## src/rtl/axi_lite_slv_comb_responder.sv

```systemverilog
`default_nettype none
// ============================================================================
// Module   : axi_lite_slv_comb_responder
// Brief    : AXI4-Lite register-file slave with programmable response latency
//            and saturating write/read/error statistics counters.
// Revision : 1.0
// ============================================================================
module axi_lite_slv_comb_responder #(
    parameter int ADDR_W   = 12,
    parameter int DATA_W   = 32,
    parameter int NUM_REGS = 16,
    parameter int RESP_LAT = 2,
    parameter int CNT_W    = 16,
    parameter logic [DATA_W-1:0] RESET_VAL = '0
) (
    input  logic                  clock,
    input  logic                  reset,
    input  logic [ADDR_W-1:0]     s_awaddr,
    input  logic                  s_awvalid,
    output logic                  s_awready,
    input  logic [DATA_W-1:0]     s_wdata,
    input  logic [DATA_W/8-1:0]   s_wstrb,
    input  logic                  s_wvalid,
    output logic                  s_wready,
    output logic [1:0]            s_bresp,
    output logic                  s_bvalid,
    input  logic                  s_bready,
    input  logic [ADDR_W-1:0]     s_araddr,
    input  logic                  s_arvalid,
    output logic                  s_arready,
    output logic [DATA_W-1:0]     s_rdata,
    output logic [1:0]            s_rresp,
    output logic                  s_rvalid,
    input  logic                  s_rready,
    output logic [CNT_W-1:0]      wr_count,
    output logic [CNT_W-1:0]      rd_count,
    output logic [CNT_W-1:0]      err_count
);

    localparam int c_STRB_W = DATA_W / 8;
    localparam int c_OFF_W  = $clog2(c_STRB_W);
    localparam int c_IDX_W  = ADDR_W - c_OFF_W;
    localparam int c_SEL_W  = (NUM_REGS > 1) ? $clog2(NUM_REGS) : 1;
    localparam logic [31:0] c_NUM_REGS = NUM_REGS;
    localparam logic [3:0]  c_LAT      = 4'(RESP_LAT);

    localparam logic [2:0] W_IDLE   = 3'd0;
    localparam logic [2:0] W_HAVE_A = 3'd1;
    localparam logic [2:0] W_HAVE_D = 3'd2;
    localparam logic [2:0] W_WAIT   = 3'd3;
    localparam logic [2:0] W_RESP   = 3'd4;
    localparam logic [2:0] c_W_POST = (RESP_LAT == 0) ? W_RESP : W_WAIT;

    localparam logic [1:0] R_IDLE   = 2'd0;
    localparam logic [1:0] R_WAIT   = 2'd1;
    localparam logic [1:0] R_RESP   = 2'd2;
    localparam logic [1:0] c_R_POST = (RESP_LAT == 0) ? R_RESP : R_WAIT;

    function automatic logic [CNT_W-1:0] sat_add(input logic [CNT_W-1:0] a, input logic [1:0] inc);
        logic [CNT_W:0] s;
        s = {1'b0, a} + (CNT_W+1)'(inc);
        sat_add = s[CNT_W] ? {CNT_W{1'b1}} : s[CNT_W-1:0];
    endfunction

    logic [NUM_REGS-1:0][DATA_W-1:0] w_regs;

    // ---------------- write path ----------------
    logic [2:0]          r_wstate, w_wstate_nxt;
    logic                r_awready, r_wready;
    logic [ADDR_W-1:0]   r_awaddr_q;
    logic [DATA_W-1:0]   r_wdata_q;
    logic [c_STRB_W-1:0] r_wstrb_q;
    logic [3:0]          r_wlat, w_wlat_dec;
    logic [1:0]          r_bresp;
    logic                w_aw_hs, w_w_hs, w_b_hs, w_commit, w_wr_in;
    logic [ADDR_W-1:0]   w_c_addr;
    logic [DATA_W-1:0]   w_c_data;
    logic [c_STRB_W-1:0] w_c_strb;
    logic [c_IDX_W-1:0]  w_c_idx;
    logic [c_SEL_W-1:0]  w_c_sel;

    assign w_aw_hs    = s_awvalid & r_awready;
    assign w_w_hs     = s_wvalid & r_wready;
    assign w_b_hs     = (r_wstate == W_RESP) & s_bready;
    assign w_commit   = ((r_wstate == W_IDLE) & w_aw_hs & w_w_hs) |
                        ((r_wstate == W_HAVE_A) & w_w_hs) |
                        ((r_wstate == W_HAVE_D) & w_aw_hs);
    assign w_c_addr   = (r_wstate == W_HAVE_A) ? r_awaddr_q : s_awaddr;
    assign w_c_data   = (r_wstate == W_HAVE_D) ? r_wdata_q : s_wdata;
    assign w_c_strb   = (r_wstate == W_HAVE_D) ? r_wstrb_q : s_wstrb;
    assign w_c_idx    = w_c_addr[ADDR_W-1:c_OFF_W];
    assign w_c_sel    = w_c_idx[c_SEL_W-1:0];
    assign w_wr_in    = (32'(w_c_idx) < c_NUM_REGS);
    assign w_wlat_dec = r_wlat - 4'd1;

    always_comb begin
        w_wstate_nxt = r_wstate;
        case (r_wstate)
            W_IDLE: begin
                if (w_aw_hs && w_w_hs) w_wstate_nxt = c_W_POST;
                else if (w_aw_hs)      w_wstate_nxt = W_HAVE_A;
                else if (w_w_hs)       w_wstate_nxt = W_HAVE_D;
            end
            W_HAVE_A: if (w_w_hs)  w_wstate_nxt = c_W_POST;
            W_HAVE_D: if (w_aw_hs) w_wstate_nxt = c_W_POST;
            // leave as the counter reaches zero so bvalid lands RESP_LAT+1 cycles on
            W_WAIT:   if (w_wlat_dec == 4'd0) w_wstate_nxt = W_RESP;
            W_RESP:   if (s_bready) w_wstate_nxt = W_IDLE;
            default:  w_wstate_nxt = W_IDLE;
        endcase
    end

    always_ff @(posedge clock) begin
        if (reset) begin
            r_wstate   <= W_IDLE;
            r_awready  <= 1'b0;
            r_wready   <= 1'b0;
            r_awaddr_q <= '0;
            r_wdata_q  <= '0;
            r_wstrb_q  <= '0;
            r_wlat     <= 4'd0;
            r_bresp    <= 2'b00;
        end else begin
            r_wstate  <= w_wstate_nxt;
            r_awready <= (w_wstate_nxt == W_IDLE) || (w_wstate_nxt == W_HAVE_D);
            r_wready  <= (w_wstate_nxt == W_IDLE) || (w_wstate_nxt == W_HAVE_A);
            if (w_aw_hs) r_awaddr_q <= s_awaddr;
            if (w_w_hs) begin
                r_wdata_q <= s_wdata;
                r_wstrb_q <= s_wstrb;
            end
            if (w_commit) begin
                r_wlat  <= c_LAT;
                r_bresp <= w_wr_in ? 2'b00 : 2'b10;
            end else if (r_wstate == W_WAIT) begin
                r_wlat <= w_wlat_dec;
            end
        end
    end

    for (genvar i = 0; i < NUM_REGS; i++) begin : g_regs
        logic [DATA_W-1:0] r_q;
        always_ff @(posedge clock) begin
            if (reset) begin
                r_q <= RESET_VAL;
            end else if (w_commit && w_wr_in && (w_c_sel == c_SEL_W'(i))) begin
                for (int b = 0; b < c_STRB_W; b++) begin
                    if (w_c_strb[b]) r_q[8*b +: 8] <= w_c_data[8*b +: 8];
                end
            end
        end
        assign w_regs[i] = r_q;
    end

    // ---------------- read path ----------------
    logic [1:0]         r_rstate, w_rstate_nxt;
    logic               r_arready;
    logic [3:0]         r_rlat, w_rlat_dec;
    logic [1:0]         r_rresp;
    logic [DATA_W-1:0]  r_rdata;
    logic               w_ar_hs, w_r_hs, w_rd_in;
    logic [c_IDX_W-1:0] w_r_idx;
    logic [c_SEL_W-1:0] w_r_sel;

    assign w_ar_hs    = s_arvalid & r_arready;
    assign w_r_hs     = (r_rstate == R_RESP) & s_rready;
    assign w_r_idx    = s_araddr[ADDR_W-1:c_OFF_W];
    assign w_r_sel    = w_r_idx[c_SEL_W-1:0];
    assign w_rd_in    = (32'(w_r_idx) < c_NUM_REGS);
    assign w_rlat_dec = r_rlat - 4'd1;

    always_comb begin
        w_rstate_nxt = r_rstate;
        case (r_rstate)
            R_IDLE:  if (w_ar_hs) w_rstate_nxt = c_R_POST;
            R_WAIT:  if (w_rlat_dec == 4'd0) w_rstate_nxt = R_RESP;
            R_RESP:  if (s_rready) w_rstate_nxt = R_IDLE;
            default: w_rstate_nxt = R_IDLE;
        endcase
    end

    always_ff @(posedge clock) begin
        if (reset) begin
            r_rstate  <= R_IDLE;
            r_arready <= 1'b0;
            r_rlat    <= 4'd0;
            r_rresp   <= 2'b00;
            r_rdata   <= '0;
        end else begin
            r_rstate  <= w_rstate_nxt;
            r_arready <= (w_rstate_nxt == R_IDLE);
            if (w_ar_hs) begin
                r_rlat  <= c_LAT;
                r_rresp <= w_rd_in ? 2'b00 : 2'b10;
                r_rdata <= w_rd_in ? w_regs[w_r_sel] : '0;
            end else if (r_rstate == R_WAIT) begin
                r_rlat <= w_rlat_dec;
            end
        end
    end

    // ---------------- statistics ----------------
    logic [CNT_W-1:0] r_wr_cnt, r_rd_cnt, r_err_cnt;
    logic             w_b_err, w_r_err;

    assign w_b_err = w_b_hs & (r_bresp != 2'b00);
    assign w_r_err = w_r_hs & (r_rresp != 2'b00);

    always_ff @(posedge clock) begin
        if (reset) begin
            r_wr_cnt  <= '0;
            r_rd_cnt  <= '0;
            r_err_cnt <= '0;
        end else begin
            r_wr_cnt  <= sat_add(r_wr_cnt, {1'b0, w_b_hs});
            r_rd_cnt  <= sat_add(r_rd_cnt, {1'b0, w_r_hs});
            r_err_cnt <= sat_add(r_err_cnt, 2'(w_b_err) + 2'(w_r_err));
        end
    end

    logic w_unused;
    assign w_unused = ^{w_c_addr[c_OFF_W-1:0], s_araddr[c_OFF_W-1:0]};

    assign s_awready = r_awready;
    assign s_wready  = r_wready;
    assign s_bvalid  = (r_wstate == W_RESP);
    assign s_bresp   = r_bresp;
    assign s_arready = r_arready;
    assign s_rvalid  = (r_rstate == R_RESP);
    assign s_rresp   = r_rresp;
    assign s_rdata   = r_rdata;
    assign wr_count  = r_wr_cnt;
    assign rd_count  = r_rd_cnt;
    assign err_count = r_err_cnt;

endmodule
`default_nettype wire

```

## config.mk

```make
export PLATFORM = sky130hd
export DESIGN_NAME = axi_lite_slv_comb_responder
export DESIGN_NICKNAME = d
export VERILOG_FILES = /design/src/rtl/axi_lite_slv_comb_responder.sv
export SDC_FILE = /design/constraint.sdc
export NUM_CORES = 1
export LEC_CHECK = 0
export BUFFER_PORTS_ARGS = -buffer_cell sky130_fd_sc_hd__buf_2
export CAP_MARGIN = 20
export CORE_MARGIN = 2
export CORE_UTILIZATION = 38
export DETAILED_ROUTE_END_ITERATION = 8
export PLACE_DENSITY_LB_ADDON = 0.25
export SYNTH_ARGS = -nofsm -noshare
export SYNTH_HDL_FRONTEND = slang
export SYNTH_SLANG_ARGS = --single-unit
```

## constraint.sdc

```tcl
create_clock -name clock -period 7.1 [get_ports clock]
set_input_delay 1.42 -clock clock [delete_from_list [all_inputs] [get_ports clock]]
set_output_delay 1.42 -clock clock [all_outputs]
set_load 0.1 [all_outputs]
```

==> metrics.txt <==
most used flip-flop cell after synthesis dfxtp_1; Area growth, synth to finish 13.8%; flop2flop setup slack 3.40 ns; fraction of registers with async set/reset 0%; max-cap violation count 0; Tcrit/Tclk final 52.1%; share of layout cells above drive strength 1 18.9%; wire per inst 19.9 um; Highest Clock Rate 0.270 GHz; Core Area 0.0744 mm2; worst r2r src r_wstate[0]; Syn Area/Cell 10.5 um2; number of global-route vias before repair 20900; Mapped Area 0.0286 mm2; Num CTS Buffers 71; sw frac 23.4%; Final Max Slew Viols 0; CTS tree yes; CP max stage delay 0.83 ns; Worst EP required 7.61 ns; initial antenna violation count 6; initial drt markers 1433; Final #Nets 2871; final setup TNS 0 ns; Port Buf Inserts 149; first-pass GRT wire length 118 mm; Sequential Power Share 46.9%; clock network fraction of design power 47.2%; Top Ports 156; Hold WS 0.452 ns; slowest stage cell, crit path and4bb_2; Hold Buf Count CTS 0; Post-Syn Instances 2725; sequential area share after synthesis 46.0%; Die ar. 0.0774 mm2; insertion delay to the later sink of the worst-skew pair 0.61 ns; internal power 6.07 mW; Post-CTS Resized 0; vias after detailed routing 20500; Worst R2R Path Depth 5; largest net degree at the start of global routing 146; CTS Buffer Depth 3; Routed Antenna Nets 0; Post-synth EDFFs 0; Initial Util 38.4%; pre-CTS WS 2.83 ns; DRT Pass-1 Iters 5; Root Driver clkbuf_16; DPL Wire Length 49.1 mm; top cells by area, synth dfxtp_1 (46%), mux2i_1 (18%), mux4_2 (10%); Post-route DRC 0; sw power 1.86 mW; Slew @ Worst Pin 1.05 ns; number of clock sinks 656; Final Skew 0.0192 ns; RSZ-0062 raised after global routing no; placed cell area 0.0301 mm2; RR Endpoint g_regs[3].r_q[6]; PnR worst setup slack 3.40 ns; fin area 0.0325 mm2; VDD IR max 169 uV; Final setup violation count 0; H-Tree Depth 3; CP most frequent cell mux2i_1; Yosys cell types 60; power density over the cells 244 mW/mm2; Relative slew margins 27.8%; top-count cell post-synth nand2_1; CP endpoint kind register; area share of the largest cell type after synthesis 46.0%; Critical Path AT 4.21 ns; CP cell instances nor3b_4, mux2i_1, and4bb_2, nand2_1, mux2i_1; Post-synth top cells nand2_1 (715), dfxtp_1 (656), mux2i_1 (524); Row Count 100; warnings from Yosys 0; Yosys top cell by area dfxtp_1; HP Class register to register; Max FO, Critical Path 16; Gate power share 5.9%; Worst-path clk slew 0.06 ns; Die H 278 um; die extent in x 278 um; LEAKAGE 15.1 nW; Final Core Density 43.7%; post-DR vias/cell 5.36; worst setup path startpoint r_wstate[0]; Overflow after GRT 0; outcome finished, final reports clean; kind of start point of the critical path register; Fill cells 6905; post-layout min period 3.70 ns; buffers inserted during post-CTS setup optimization 0; Setup crit end g_regs[3].r_q[6]; Synth Register Bits 656; GRT Resource Usage Total 19.4%; drt total wl 76.0 mm; Hold Fails Final Rpt 0; Setup CP Type register to register; Final GP Congestion 0.810; Hold Path Origin r_wdata_q[28]
[worst min path at each step]
stage / endpoint / slack (ns) / depth (start not counted)
finish: r_wdata_q[28] / 0.45 / 2
global placement: r_wdata_q[8] / 0.44 / 2
detailed placement: r_wdata_q[20] / 0.45 / 2
CTS: r_wdata_q[20] / 0.46 / 2
floorplan: r_wdata_q[0] / 0.43 / 2
global route: g_regs[14].r_q[15] / 0.47 / 2
[worst max-delay path: cells and delay by family, from the launching register on]
family / cells / cell delay, ns
mux: 2 / 0.98
flops: 1 / 0.43
simple gates: 3 / 2.18
[kinds of logic (layout without fill, tap and decap cells)]
kind of cell / Yosys count / count (layout) / share of synthesized area (%)
xor+xnor: 35 / 35 / 1.07
fa+ha+maj: 10 / 10 / 0.464
compound gates: 213 / 213 / 4.87
simple gates: 920 / 920 / 14.7
flops: 656 / 656 / 46.0
buf+inv: 199 / 318 / 2.85
other cells: 1 / 9 / 0.0131
mux: 691 / 691 / 30.1
[cell type report]
cell class	instances	area, um2	area share [%]
multi-input cells	1871	14700	45.1
flip-flops and latches	656	13100	40.4
clock buffers	103	2100	6.46
well taps	969	1210	3.73
repair buffers	176	1070	3.28
clock inverters	21	245	0.754
inverters	18	75.1	0.231
diodes	7	17.5	0.0539
[flip-flops by register name (all words and copies together), names as in the netlist, 2 cells and up]
signal,count
r_rlat,4
r_rstate,2
rd_count,16
r_wstrb_q,4
wr_count,16
r_awaddr_q,10
s_rdata,32
r_wlat,4
r_wstate,3
err_count,16
g_regs.r_q,512
r_wdata_q,32
[power groups by stage]
stage	Clock, mW	Combinational (mW)	Sequential [mW]
2_1_floorplan	0	0.307	3.81
3_3_place_gp	0	0.447	3.80
3_5_place_dp	0	0.460	3.80
4_1_cts	3.83	0.461	3.72
5_1_grt	4.00	0.498	3.72
6_report	3.74	0.465	3.72
[layout by cell type (no fill, tap or decap), types with 5 or more instances in the layout]
| cell | Yosys | final |
|---|---|---|
| xnor2_1 | 15 | 15 |
| dfxtp_1 | 656 | 656 |
| clkbuf_16 | 0 | 75 |
| nand2_2 | 40 | 40 |
| clkbuf_1 | 146 | 16 |
| buf_4 | 7 | 22 |
| mux4_2 | 128 | 128 |
| mux2i_1 | 524 | 524 |
| nand2_8 | 10 | 10 |
| nor2_1 | 32 | 31 |
| ha_1 | 9 | 9 |
| buf_2 | 13 | 146 |
| inv_1 | 17 | 17 |
| clkbuf_8 | 0 | 12 |
| a21oi_1 | 95 | 94 |
| nor3_2 | 8 | 9 |
| nand3_1 | 15 | 15 |
| diode_2 | 0 | 7 |
| nand4_1 | 14 | 14 |
| nor4_1 | 6 | 6 |
| o21ai_0 | 6 | 6 |
| and2_1 | 6 | 6 |
| nor3_4 | 6 | 6 |
| nor3_1 | 21 | 20 |
| xor2_1 | 20 | 20 |
| bufinv_16 | 0 | 5 |
| nand2_1 | 715 | 715 |
| clkinv_2 | 0 | 12 |
| a22oi_1 | 64 | 64 |
| mux2_2 | 34 | 34 |
| and3_1 | 10 | 10 |
| a22o_1 | 32 | 32 |
[routing by layer]
| layer | track usage, % | routed length [um] |
|---|---|---|
| met2 | 33.3 | 37800 |
| met5 | 0 | 0 |
| met4 | 7.26 | 2430 |
| met1 | 24.6 | 33200 |
| met3 | 2.99 | 2560 |
[metrics by stage]
stage | cells | total power [mW]
2_1_floorplan | 2726 | 4.12
5_1_grt | 3820 | 8.21
6_report | 3821 | 7.93
3_5_place_dp | 3686 | 4.26
4_1_cts | 3810 | 8.01
3_3_place_gp | 3685 | 4.24
Note: power is estimated with default switching activity, not from simulation.
